--- src/rtl/wb_hp_host.sv ---
// wb_hp_host: single-outstanding Wishbone pipelined initiator with ack timeout
module wb_hp_host #(
  parameter int TIMEOUT = 16
) (
  input  logic        clk,
  input  logic        reset,
  input  logic        i_cmd_valid,
  output logic        o_cmd_ready,
  input  logic        i_cmd_we,
  input  logic [31:0] i_cmd_addr,
  input  logic [31:0] i_cmd_data,
  output logic        o_rsp_valid,
  input  logic        i_rsp_ready,
  output logic        o_rsp_err,
  output logic [31:0] o_rsp_data,
  output logic        o_wb_cyc,
  output logic        o_wb_stb,
  output logic        o_wb_we,
  output logic [31:0] o_wb_addr,
  output logic [31:0] o_wb_data,
  input  logic        i_wb_ack,
  input  logic        i_wb_stall,
  input  logic [31:0] i_wb_data
);
  if (TIMEOUT < 2 || TIMEOUT > 255) begin : g_bad_timeout
    $error("wb_hp_host: TIMEOUT must be in 2..255");
  end
  typedef enum logic [1:0] {IDLE, REQ, WAIT, RESP} state_t;
  state_t      r_state;
  logic [7:0]  r_cnt;
  logic        r_cyc, r_stb, r_we, r_rsp_valid, r_err;
  logic [31:0] r_addr, r_data, r_rsp_data;
  logic        w_accept, w_ack, w_to;
  // an ack only counts once the strobe is (or has been) accepted
  always_comb begin
    w_accept = (r_state == REQ) && !i_wb_stall;
    w_ack    = (r_state == REQ) ? (w_accept && i_wb_ack) : (r_state == WAIT) && i_wb_ack;
    w_to     = (r_state == REQ || r_state == WAIT) && !w_ack && (r_cnt == 8'(TIMEOUT - 1));
  end
  always_ff @(posedge clk) begin
    if (reset) begin
      r_state     <= IDLE;
      r_cnt       <= '0;
      r_cyc       <= 1'b0;
      r_stb       <= 1'b0;
      r_we        <= 1'b0;
      r_addr      <= '0;
      r_data      <= '0;
      r_rsp_valid <= 1'b0;
      r_err       <= 1'b0;
      r_rsp_data  <= '0;
    end else begin
      case (r_state)
        IDLE: if (i_cmd_valid) begin
          r_we    <= i_cmd_we;
          r_addr  <= i_cmd_addr;
          r_data  <= i_cmd_data;
          r_cyc   <= 1'b1;
          r_stb   <= 1'b1;
          r_cnt   <= '0;
          r_state <= REQ;
        end
        REQ, WAIT: begin
          r_cnt <= r_cnt + 8'd1;
          if (w_ack || w_to) begin
            r_cyc       <= 1'b0;
            r_stb       <= 1'b0;
            r_rsp_valid <= 1'b1;
            r_err       <= w_to;
            r_rsp_data  <= (w_ack && !r_we) ? i_wb_data : '0;
            r_state     <= RESP;
          end else if (w_accept) begin
            r_stb   <= 1'b0;
            r_state <= WAIT;
          end
        end
        RESP: if (i_rsp_ready) begin
          r_rsp_valid <= 1'b0;
          r_state     <= IDLE;
        end
        default: r_state <= IDLE;
      endcase
    end
  end
  assign o_cmd_ready = (r_state == IDLE);
  assign o_rsp_valid = r_rsp_valid;
  assign o_rsp_err   = r_err;
  assign o_rsp_data  = r_rsp_data;
  assign o_wb_cyc    = r_cyc;
  assign o_wb_stb    = r_stb;
  assign o_wb_we     = r_we;
  assign o_wb_addr   = r_addr;
  assign o_wb_data   = r_data;
endmodule
--- config.mk ---
export PLATFORM = sky130hd
export DESIGN_NAME = wb_hp_host
export DESIGN_NICKNAME = d
export VERILOG_FILES = /design/src/rtl/wb_hp_host.sv
export SDC_FILE = /design/constraint.sdc
export NUM_CORES = 1
export LEC_CHECK = 0
export ABC_AREA = 1
export BUFFER_PORTS_ARGS = -buffer_cell sky130_fd_sc_hd__buf_2
export CORE_UTILIZATION = 35
export DETAILED_ROUTE_END_ITERATION = 8
export PLACE_DENSITY = 0.65
export SYNTH_ARGS = -nofsm -noshare
export SYNTH_HDL_FRONTEND = slang
export SYNTH_SLANG_ARGS = --single-unit
--- constraint.sdc ---
create_clock -name clk -period 3.9 [get_ports clk]
set_input_delay 0.78 -clock clk [delete_from_list [all_inputs] [get_ports clk]]
set_output_delay 0.78 -clock clk [all_outputs]
set_load 0.03 [all_outputs]
# After elaboration in Yosys (flattened, before gate mapping)
# Cells that the tools add are included.
dict set report word_totals {
  register_bits 111
  latchBits 0
  ramBits 0
  romBits 0
  wordCells 59
  mem_count 0
}
dict set report classes {
  n_addsub 1
  multipliers 0
  n_div 0
  n_lt_le_gt_ge 0
  eq_ne 8
  n_shift 0
  n_mux 18
  bitwise 0
  reduce_logical 22
}
# operator n
set op_table {}
lappend op_table {{$mux 32} 1}
lappend op_table {{$pmux 8 s2} 1}
lappend op_table {{$reduce_and 3->1} 4}
lappend op_table {{$add 8x1->8 const B} 1}
lappend op_table {{$eq 8x4->1 const B} 1}
lappend op_table {{$mux 2} 4}
lappend op_table {{$mux 8} 1}
lappend op_table {{$mux 1} 7}
lappend op_table {{$logic_and 1x1->1} 6}
lappend op_table {{$ne 2x2->1 const B} 3}
lappend op_table {{$pmux 1 s2} 3}
lappend op_table {{$pmux 2 s3} 1}
lappend op_table {{$reduce_and 2->1} 3}
lappend op_table {{$eq 2x2->1 const B} 2}
lappend op_table {{$reduce_bool 2->1} 2}
lappend op_table {{$logic_not 1->1} 3}
lappend op_table {{$ne 3x3->1 const B} 1}
lappend op_table {{$eq 2x1->1 const B} 1}
lappend op_table {{$logic_not 2->1} 1}
lappend op_table {{$logic_or 1x1->1} 2}
lappend op_table {{$reduce_or 2->1} 1}

# Logic depth before layout (Yosys ltp)
# Gate-level depths: netlist (run 1).
dict set report logic_depth {
  word_depth 10
  mapped_depth 12
  depth_no_buf 11
}

# Worst setup path before layout (run 1)
# Ideal clock, no wire load.
dict set report synth_path {
  path_type {flip-flop to flip-flop}
  from {register r_state[0]}
  to {register r_we (netlist: o_wb_we)}
  setup_time_ps 64
  t_arrival_ps 1628
  setup_slack_ps 2207
  stages_incl_launch_ff 9
  n_path_buf 2
  cell_sequence {dfxtp_1 inv_1 ha_1 nand2_1 inv_1 buf_2 clkbuf_1 nor2_1 nor2_1}
}
dict set report synth_between {
  elab_chain_len 2
}
# element line
set synth_lines {}
lappend synth_lines {{from (decl)} 29} ;# state_t r_state;
lappend synth_lines {{from (signal assigned)} 42} ;# r_state <= IDLE;
lappend synth_lines {{from (signal assigned)} 61} ;# r_state <= REQ;
lappend synth_lines {{from (signal assigned)} 71} ;# r_state <= RESP;
lappend synth_lines {{$logic_not 2->1} -}
lappend synth_lines {{via o_cmd_ready} 8} ;# output logic o_cmd_ready,
lappend synth_lines {{$reduce_and 2->1 (no line)} -}
lappend synth_lines {{to (signal assigned)} 55} ;# r_we <= i_cmd_we;
lappend synth_lines {{to (decl)} 31} ;# logic r_cyc, r_stb, r_we, r_rsp_valid, r_err;
# The timed path passes the listed nets, and every way through them passes these cells.
# A chain may end at the register's enable or synchronous reset.

# Final worst setup path (run 1)
dict set report layout_path {
  from {register r_state[1]}
  to {register r_rsp_data[20] (netlist: o_rsp_data[20])}
}
dict set report layout_between {
  elab_chain_len 9
  word_cells_on_any_way 15
  cone_classes {eq/ne: 2; mux: 2; reduce/logical: 11}
}
# element line
set layout_lines {}
lappend layout_lines {{$eq 2x1->1} -}
lappend layout_lines {{$logic_and 1x1->1} 36} ;# w_accept = (r_state == REQ) && !i_wb_stall;
lappend layout_lines {{$logic_and 1x1->1} 37} ;# w_ack = (r_state == REQ) ? (w_accept && i_wb_ack) : (r_state == WAIT) && i_wb_ack;
lappend layout_lines {{$mux 1} 37}
lappend layout_lines {{$logic_not 1->1} 38} ;# w_to = (r_state == REQ || r_state == WAIT) && !w_ack && (r_cnt == 8'(TIMEOUT - 1));
lappend layout_lines {{$logic_and 1x1->1 (2 in a row)} 38}
lappend layout_lines {{$logic_or 1x1->1} 65} ;# if (w_ack || w_to) begin
lappend layout_lines {{$reduce_and 2->1 (no line)} -}
lappend layout_lines {{to (signal assigned)} 70} ;# r_rsp_data <= (w_ack && !r_we) ? i_wb_data : '0;
lappend layout_lines {{to (decl)} 32} ;# logic [31:0] r_addr, r_data, r_rsp_data;
# Parallel ways exist; a longest one is shown, timed or not.

==> reports/metrics.cfg, run 1 <==
[floorplanning]
initial_core_util=0.362
die_h_um=117
coreArea_um2=12700
chipWidth_um=117
ios=205
rows=41
die_area_um2=13600

[logic_synthesis]
synth_nets=664
synth_compound_area_frac=0.184
netlist_instances=556
synth_xor_area_frac=0
syn_avg_cell_area_um2=8.27
syn-cell-area_um2=4600
ys_seq_area_frac=0.483
yosysWarnings=0
synthAdderAreaFrac=0.0136
synth.distinct_cells=28
synthMuxAreaShare=0
yosys.area_share.simple=0.249
synth_top_area_cell=dfxtp_1
synth_top_area_share=0.483
ys_seq_elements=111
ys_top_cells_by_area=dfxtp_1 (48%), nor2_1 (12%), o21ai_0 (7.5%), a21oi_2 (5.5%), a21oi_1 (5.2%)
synth_top_family_by_area=simple AND/OR/NAND/NOR gates

[routing]
wl_per_cell_um=12.5
dr.pass1.iters=4
drt_wl_total_mm=11.4
dr_total_vias=4209
antenna_left=0
vias_per_cell=4.61
drc=0
drt_iter0_drc=174

[worst_setup_path]
r2r_end=o_rsp_data[20]$_SDFFE_PP0P_
r2r_start=r_state[1]$_SDFFE_PP0P_
cp_slowest_cell=nor2_4
crit_start=r_state[1]$_SDFFE_PP0P_
cp-end-kind=flop
crit_type=reg2reg
critical_path_required_ns=4.16
crit_chain=inv_1, ha_1, nand2_1, nand3_4, nor2_4, buf_4, a21oi_2, nor3_1
setup.worst_path.end=o_rsp_data[20]$_SDFFE_PP0P_
slowest_delay_ns=0.53
cp.arrival_ns=2.41
critPathLaunchType=flop
r2r_setup_slack_ns=1.75
r2r_cells=8
worst-path-max-fanout=19

[pwr]
p_leak_nw=2.74
vdd_drop_max_mv=0.299
cellPowerDensity_nw_per_um2=755

[clocking]
clk_latency_ns=0.34
ctsRootBufferMaster=clkbuf_16
clk_pin_slew_ns=0.07
cts_hold_buf=0
cts_setup_buffers=0
cts_resized=0
cts_sinks=111
cts_tree=built
cts_buffers=9
htree_num_levels=3
cts.path.max_buffers=2

[timing]
worstMarginPinSlew_ns=0.895
hold_viol_final=0
fmax_ghz=0.466
setup_tns_ns=0
drv_slew=0
fin_worst_skew_ns=0.00581
fin_crit_sh=0.550
slew_headroom=0.402
grt_setup_unrepaired=false
period_minus_slack_ns=2.15
setup_viol=0

[layout]
area_delta_synth_final_pct=30.2
final_common_cell=buf_2
fin_nets=846
postLayoutCoreUtil=0.471
antenna_cells=0
mostFrequentLayoutCells=buf_2 (204), nor2_1 (142), dfxtp_1 (111)
drive_above_1_share=0.399

[global_route]
antenna_found_initial=0
grt.total_usage=0.168
grt_start_max_net_pins=67
grt_pass1_vias=3817
grt_pass1_wl_mm=17.9
grt_overflow=0

[worst_hold_path]
hold_path.class=reg2reg
min_from=o_rsp_err$_SDFFE_PP0P_

[run_status]
status=completed

[place]
gp_congestion=0.763
io_buffers=204
dp_hpwl_mm=7.87

[run]
drv_cap=0

## layer usage
layer,part of all wire,wire (µm),global-route usage
met1,0.44,5040,0.199
met2,0.45,5150,0.273
met4,0.012,132,0.0684
met5,0,0,0
met3,0.097,1110,0.0633
## flip-flops by register name, summed over array words and instances (netlist names)
name	cells
o_rsp_data	32
o_rsp_err	1
o_rsp_valid	1
o_wb_addr	32
o_wb_cyc	1
o_wb_data	32
o_wb_stb	1
o_wb_we	1
r_cnt	8
r_state	2
## stage by stage
step / power [mW] / setup slack (ns) / hold WS (ns) / instances / cell area, µm²
after floorplan: 3.09 / 2.21 / 0.456 / 556 / 4600
final: 4.52 / 1.75 / 0.467 / 914 / 5990
after global routing: 4.84 / 1.52 / 0.490 / 914 / 5990
after detailed placement: 3.53 / 1.51 / 0.462 / 899 / 5650
after CTS: 4.59 / 1.72 / 0.472 / 914 / 5990
after global placement: 3.51 / 1.56 / 0.449 / 899 / 5650
## synth_stat cells, drive strengths merged
cell type  number
a211oi          1
a21oi          77
buf            20
clkbuf         20
dfxtp         111
ha              5
inv            21
nand2          33
nand3          13
nand4           4
nor2          146
nor3           34
o21ai          69
or2             2
## critical path, delay by kind of cell (launching register included)
family                   cells  cell delay (ns)
AND/OR/NAND/NOR              4             0.93
buffers and inverters        2             0.47
flip-flops                   1             0.36
adder cells (fa/ha/maj)      1             0.21
AO/OA/AOI/OAI                1             0.09
## worst min-delay path by stage
stage,cells past startpoint,endpoint,slack (ns)
2_1_floorplan,2,r_cnt[1]$_SDFFE_PP0P_,0.46
3_3_place_gp,2,o_wb_stb$_SDFFE_PP0P_,0.45
3_5_place_dp,2,o_rsp_valid$_SDFFE_PP0P_,0.46
4_1_cts,2,o_rsp_valid$_SDFFE_PP0P_,0.47
5_1_grt,2,o_rsp_valid$_SDFFE_PP0P_,0.49
6_report,2,o_rsp_err$_SDFFE_PP0P_,0.47
## final cells by class
class	instances	area, µm²
clock buffers	10	229
clock inverters	5	106
fillers	1350	6740
inverters	21	78.8
multi-input cells	384	2060
flip-flops and latches	111	2220
well taps	172	215
repair buffers	211	1070
## power by group
part           switching, mW  leakage, nW  internal (mW)
clock network          0.412        0.159          0.627
registers              0.132        0.912           1.40
logic                   1.39         1.67          0.552
total                   1.94         2.74           2.58
## cells by family (layout without fill, tap and decap cells)
family | Yosys count | in the layout
AND/OR/NAND/NOR | 232 | 232
AO/OA/AOI/OAI | 147 | 147
flip-flops | 111 | 111
buffers and inverters | 61 | 247
adder cells (fa/ha/maj) | 5 | 5
(Power assumes the default switching activity.)
==> run 2: changes to the inputs <==
--- a/config.mk
+++ b/config.mk
@@ -5,11 +5,11 @@
 export SDC_FILE = /design/constraint.sdc
 export NUM_CORES = 1
 export LEC_CHECK = 0
-export ABC_AREA = 1
+export ABC_AREA = 0
 export BUFFER_PORTS_ARGS = -buffer_cell sky130_fd_sc_hd__buf_2
 export CORE_UTILIZATION = 35
 export DETAILED_ROUTE_END_ITERATION = 8
-export PLACE_DENSITY = 0.65
+export PLACE_DENSITY = 0.67
 export SYNTH_ARGS = -nofsm -noshare
 export SYNTH_HDL_FRONTEND = slang
 export SYNTH_SLANG_ARGS = --single-unit
==> constraint.sdc (replaced) <==
create_clock -name clk -period 2 [get_ports clk]
set_input_delay 0.4 -clock clk [delete_from_list [all_inputs] [get_ports clk]]
set_output_delay 0.4 -clock clk [all_outputs]
set_load 0.03 [all_outputs]
==> reports/metrics.cfg, run 2 <==
[layout]
mostFrequentLayoutCells=buf_2 (204), nand2_1 (138), dfxtp_1 (109)  ; was buf_2 (204), nor2_1 (142), dfxtp_1 (111)
antenna_cells=0  ; unchanged
final_common_cell=buf_2  ; unchanged
fin_nets=746  ; was 846
area_delta_synth_final_pct=36.3  ; was 30.2%
drive_above_1_share=0.390  ; was 0.399

[floorplanning]
chipWidth_um=109  ; was 117 µm
coreArea_um2=11000  ; was 12700 µm²
rows=38  ; was 41
die_area_um2=11900  ; was 13600 µm²
ios=205  ; unchanged
initial_core_util=0.365  ; was 0.362
die_h_um=109  ; was 117 µm

[pwr]
p_leak_nw=2.59  ; was 2.74 nW
power_frac_seq=0.406  ; was 0.339
power_switching_mw=2.49  ; was 1.94 mW
power.internal_mw=4.25  ; was 2.58 mW
vdd_drop_max_mv=0.638  ; was 0.299 mV
pwr-share-comb=0.341  ; was 0.431
total_power_mw=6.74  ; was 4.52 mW
cellPowerDensity_nw_per_um2=1230  ; was 755 nW/µm²
clockPowerShare=0.253  ; was 0.230
switching_share=0.369  ; was 0.429

[logic_synthesis]
synthMuxAreaShare=0.00249  ; was 0
async_reset_ff_frac=0  ; unchanged
synth.distinct_cells=41  ; was 28
synth_nets=557  ; was 664
synth_top_area_share=0.552  ; was 0.483
synth_xor_area_frac=0.00652  ; was 0
synth_compound_area_frac=0.208  ; was 0.184
syn-cell-area_um2=4030  ; was 4600 µm²
synth-edff-count=0  ; unchanged
yosysWarnings=0  ; unchanged
synthTopCellsByCount=nand2_1 (139), dfxtp_1 (111), a21oi_1 (70), a32o_1 (24), clkbuf_1 (24)  ; was nor2_1 (142), dfxtp_1 (111), o21ai_0 (69), a21oi_1 (48), a21oi_2 (29)
ys_seq_elements=111  ; unchanged
yosys.area_share.simple=0.168  ; was 0.249
ys_top_cells_by_area=dfxtp_1 (55%), nand2_1 (13%), a21oi_1 (8.7%), a32o_1 (6.0%), a32o_2 (2.2%)  ; was dfxtp_1 (48%), nor2_1 (12%), o21ai_0 (7.5%), a21oi_2 (5.5%), a21oi_1 (5.2%)
syn_avg_cell_area_um2=8.97  ; was 8.27 µm²
synthFlopType=dfxtp_1  ; unchanged
yosysMostFrequentCell=nand2_1  ; was nor2_1
synth_top_family_by_area=compound AO/OA/AOI/OAI gates  ; was simple AND/OR/NAND/NOR gates
netlist_instances=449  ; was 556
synthAdderAreaFrac=0.0155  ; was 0.0136
ys_seq_area_frac=0.552  ; was 0.483
synth_top_area_cell=dfxtp_1  ; unchanged

[timing]
setup_tns_ns=0  ; unchanged
period_minus_slack_ns=1.96  ; was 2.15 ns
drv_slew=0  ; unchanged
timing.final.ws_setup_ns=0.0447  ; was 1.75 ns
grt_setup_unrepaired=true  ; was false
fin_crit_sh=0.978  ; was 0.550
setup_viol=0  ; unchanged
fin_worst_skew_ns=0.00666  ; was 0.00581 ns
hold_viol_final=0  ; unchanged
fmax_ghz=0.511  ; was 0.466 GHz
worstMarginPinSlew_ns=0.642  ; was 0.895 ns
slew_headroom=0.571  ; was 0.402

[clocking]
cts_resized=0  ; unchanged
htree_num_levels=3  ; unchanged
cts_buffers=9  ; unchanged
cts_tree=built  ; unchanged
cts_setup_buffers=0  ; unchanged
cts_sinks=111  ; unchanged
cts_hold_buf=0  ; unchanged
clk_latency_ns=0.34  ; about the same
cts.path.max_buffers=2  ; unchanged
clk_pin_slew_ns=0.07  ; about the same
ctsRootBufferMaster=clkbuf_16  ; unchanged

[worst_setup_path]
r2r_setup_slack_ns=0.04  ; was 1.75 ns
r2r_start=r_cnt[7]$_SDFFE_PP0P_  ; was r_state[1]$_SDFFE_PP0P_
crit_type=reg2reg  ; unchanged
worst-path-max-fanout=33  ; was 19
cp.arrival_ns=2.19  ; was 2.41 ns
r2r_end=o_rsp_data[1]$_SDFFE_PP0P_  ; was o_rsp_data[20]$_SDFFE_PP0P_
cp-end-kind=flop  ; unchanged
r2r_cells=4  ; was 8
critPathLaunchType=flop  ; unchanged
critical_path_required_ns=2.23  ; was 4.16 ns

[global_route]
grt_pass1_vias=3572  ; was 3817
grt.total_usage=0.176  ; was 0.168
grt_start_max_net_pins=71  ; was 67
grt_pass1_wl_mm=16.3  ; was 17.9 mm
grt_overflow=0  ; unchanged
antenna_found_initial=0  ; unchanged

[routing]
wl_per_cell_um=13.9  ; was 12.5 µm
dr_total_vias=3882  ; was 4209
dr.pass1.iters=5  ; was 4
antenna_left=0  ; unchanged
vias_per_cell=4.97  ; was 4.61
drc=0  ; unchanged
drt_iter0_drc=294  ; was 174
drt_wl_total_mm=10.8  ; was 11.4 mm

[worst_hold_path]
min_path_cells=2  ; unchanged
min_to=o_rsp_data[23]$_SDFFE_PP0P_  ; was o_rsp_err$_SDFFE_PP0P_
hold_path.class=in2reg  ; was reg2reg
min_from=i_wb_data[23]  ; was o_rsp_err$_SDFFE_PP0P_

[place]
dpl_worst_slack_ns=0.0192  ; was 1.51 ns
dp_hpwl_mm=7.61  ; was 7.87 mm
gp_congestion=0.771  ; was 0.763
io_buffers=204  ; unchanged

[run]
drv_cap=0  ; unchanged

[run_status]
status=completed  ; unchanged

## run 2: power by group through the flow
| stage | clock [mW] | sequential, mW | combinational [mW] |
|---|---|---|---|
| after global placement | 0 | 2.76 | 2.24 |
| after detailed placement | 0 | 2.78 | 2.30 |
| after CTS | 1.77 | 2.73 | 2.30 |
| final | 1.70 | 2.73 | 2.30 |
| after floorplan | 0 | 3.37 | 1.00 |
| after global routing | 1.85 | 2.77 | 2.50 |
## run 2: metrics by stage
stage | hold WS, ns | std cells | instance area [µm²] | utilization
3_5_place_dp | 0.444 | 767 | 5190 | 0.470
5_1_grt | 0.254 | 781 | 5490 | 0.498
3_3_place_gp | 0.439 | 767 | 5190 | 0.470
6_report | 0.267 | 781 | 5490 | 0.498
2_1_floorplan | 0.477 | 449 | 4050 | -
4_1_cts | 0.250 | 781 | 5470 | 0.496
## run 2: logic make-up (layout without fill, tap and decap cells)
kind of cell | Yosys count | count (layout)
AOI/OAI and AO/OA | 122 | 122
buffers and inverters | 40 | 232
DFF | 111 | 111
muxes | 1 | 1
and+or+nand+nor | 167 | 167
adders and majority gates | 5 | 5
xor gates and xnor gates | 3 | 3
## run 2: per-layer routing
layer  vias up  GRT usage  share of wire
met5         -          0              0
met2       174      0.303           0.46
li1       1920          -              -
met1      1772      0.195           0.42
met3        16     0.0580          0.099
met4         0     0.0810          0.018
## run 2: cell type report
cell class / count / area [µm²]
clock buffer: 14 / 284
inverter: 6 / 22.5
tap: 140 / 175
timing repair buffer: 212 / 1130
multi-input combinational: 298 / 1650
fill: 1048 / 5540
sequential: 111 / 2220
## run 2: worst max path at each step
stage          slack (ns)                     from                     endpoint  cells past startpoint
6_report             0.04    r_cnt[7]$_SDFFE_PP0P_   o_rsp_data[1]$_SDFFE_PP0P_                      4
5_1_grt             -0.02    r_cnt[7]$_SDFFE_PP0P_   o_rsp_data[1]$_SDFFE_PP0P_                      4
4_1_cts              0.02    r_cnt[7]$_SDFFE_PP0P_  o_rsp_data[17]$_SDFFE_PP0P_                      4
3_5_place_dp         0.02    r_cnt[7]$_SDFFE_PP0P_  o_rsp_data[17]$_SDFFE_PP0P_                      4
3_3_place_gp         0.05    r_cnt[7]$_SDFFE_PP0P_  o_rsp_data[20]$_SDFFE_PP0P_                      4
2_1_floorplan       -0.01  r_state[1]$_SDFFE_PP0P_  o_rsp_data[12]$_SDFFE_PP0P_                      9
## run 2: worst max-delay path, stage by stage, from the launching register on
cell,delay [ns]
dfxtp_1,0.32
or4_1,0.51
or3_4,0.39
a21o_4,0.33
a32o_1,0.30
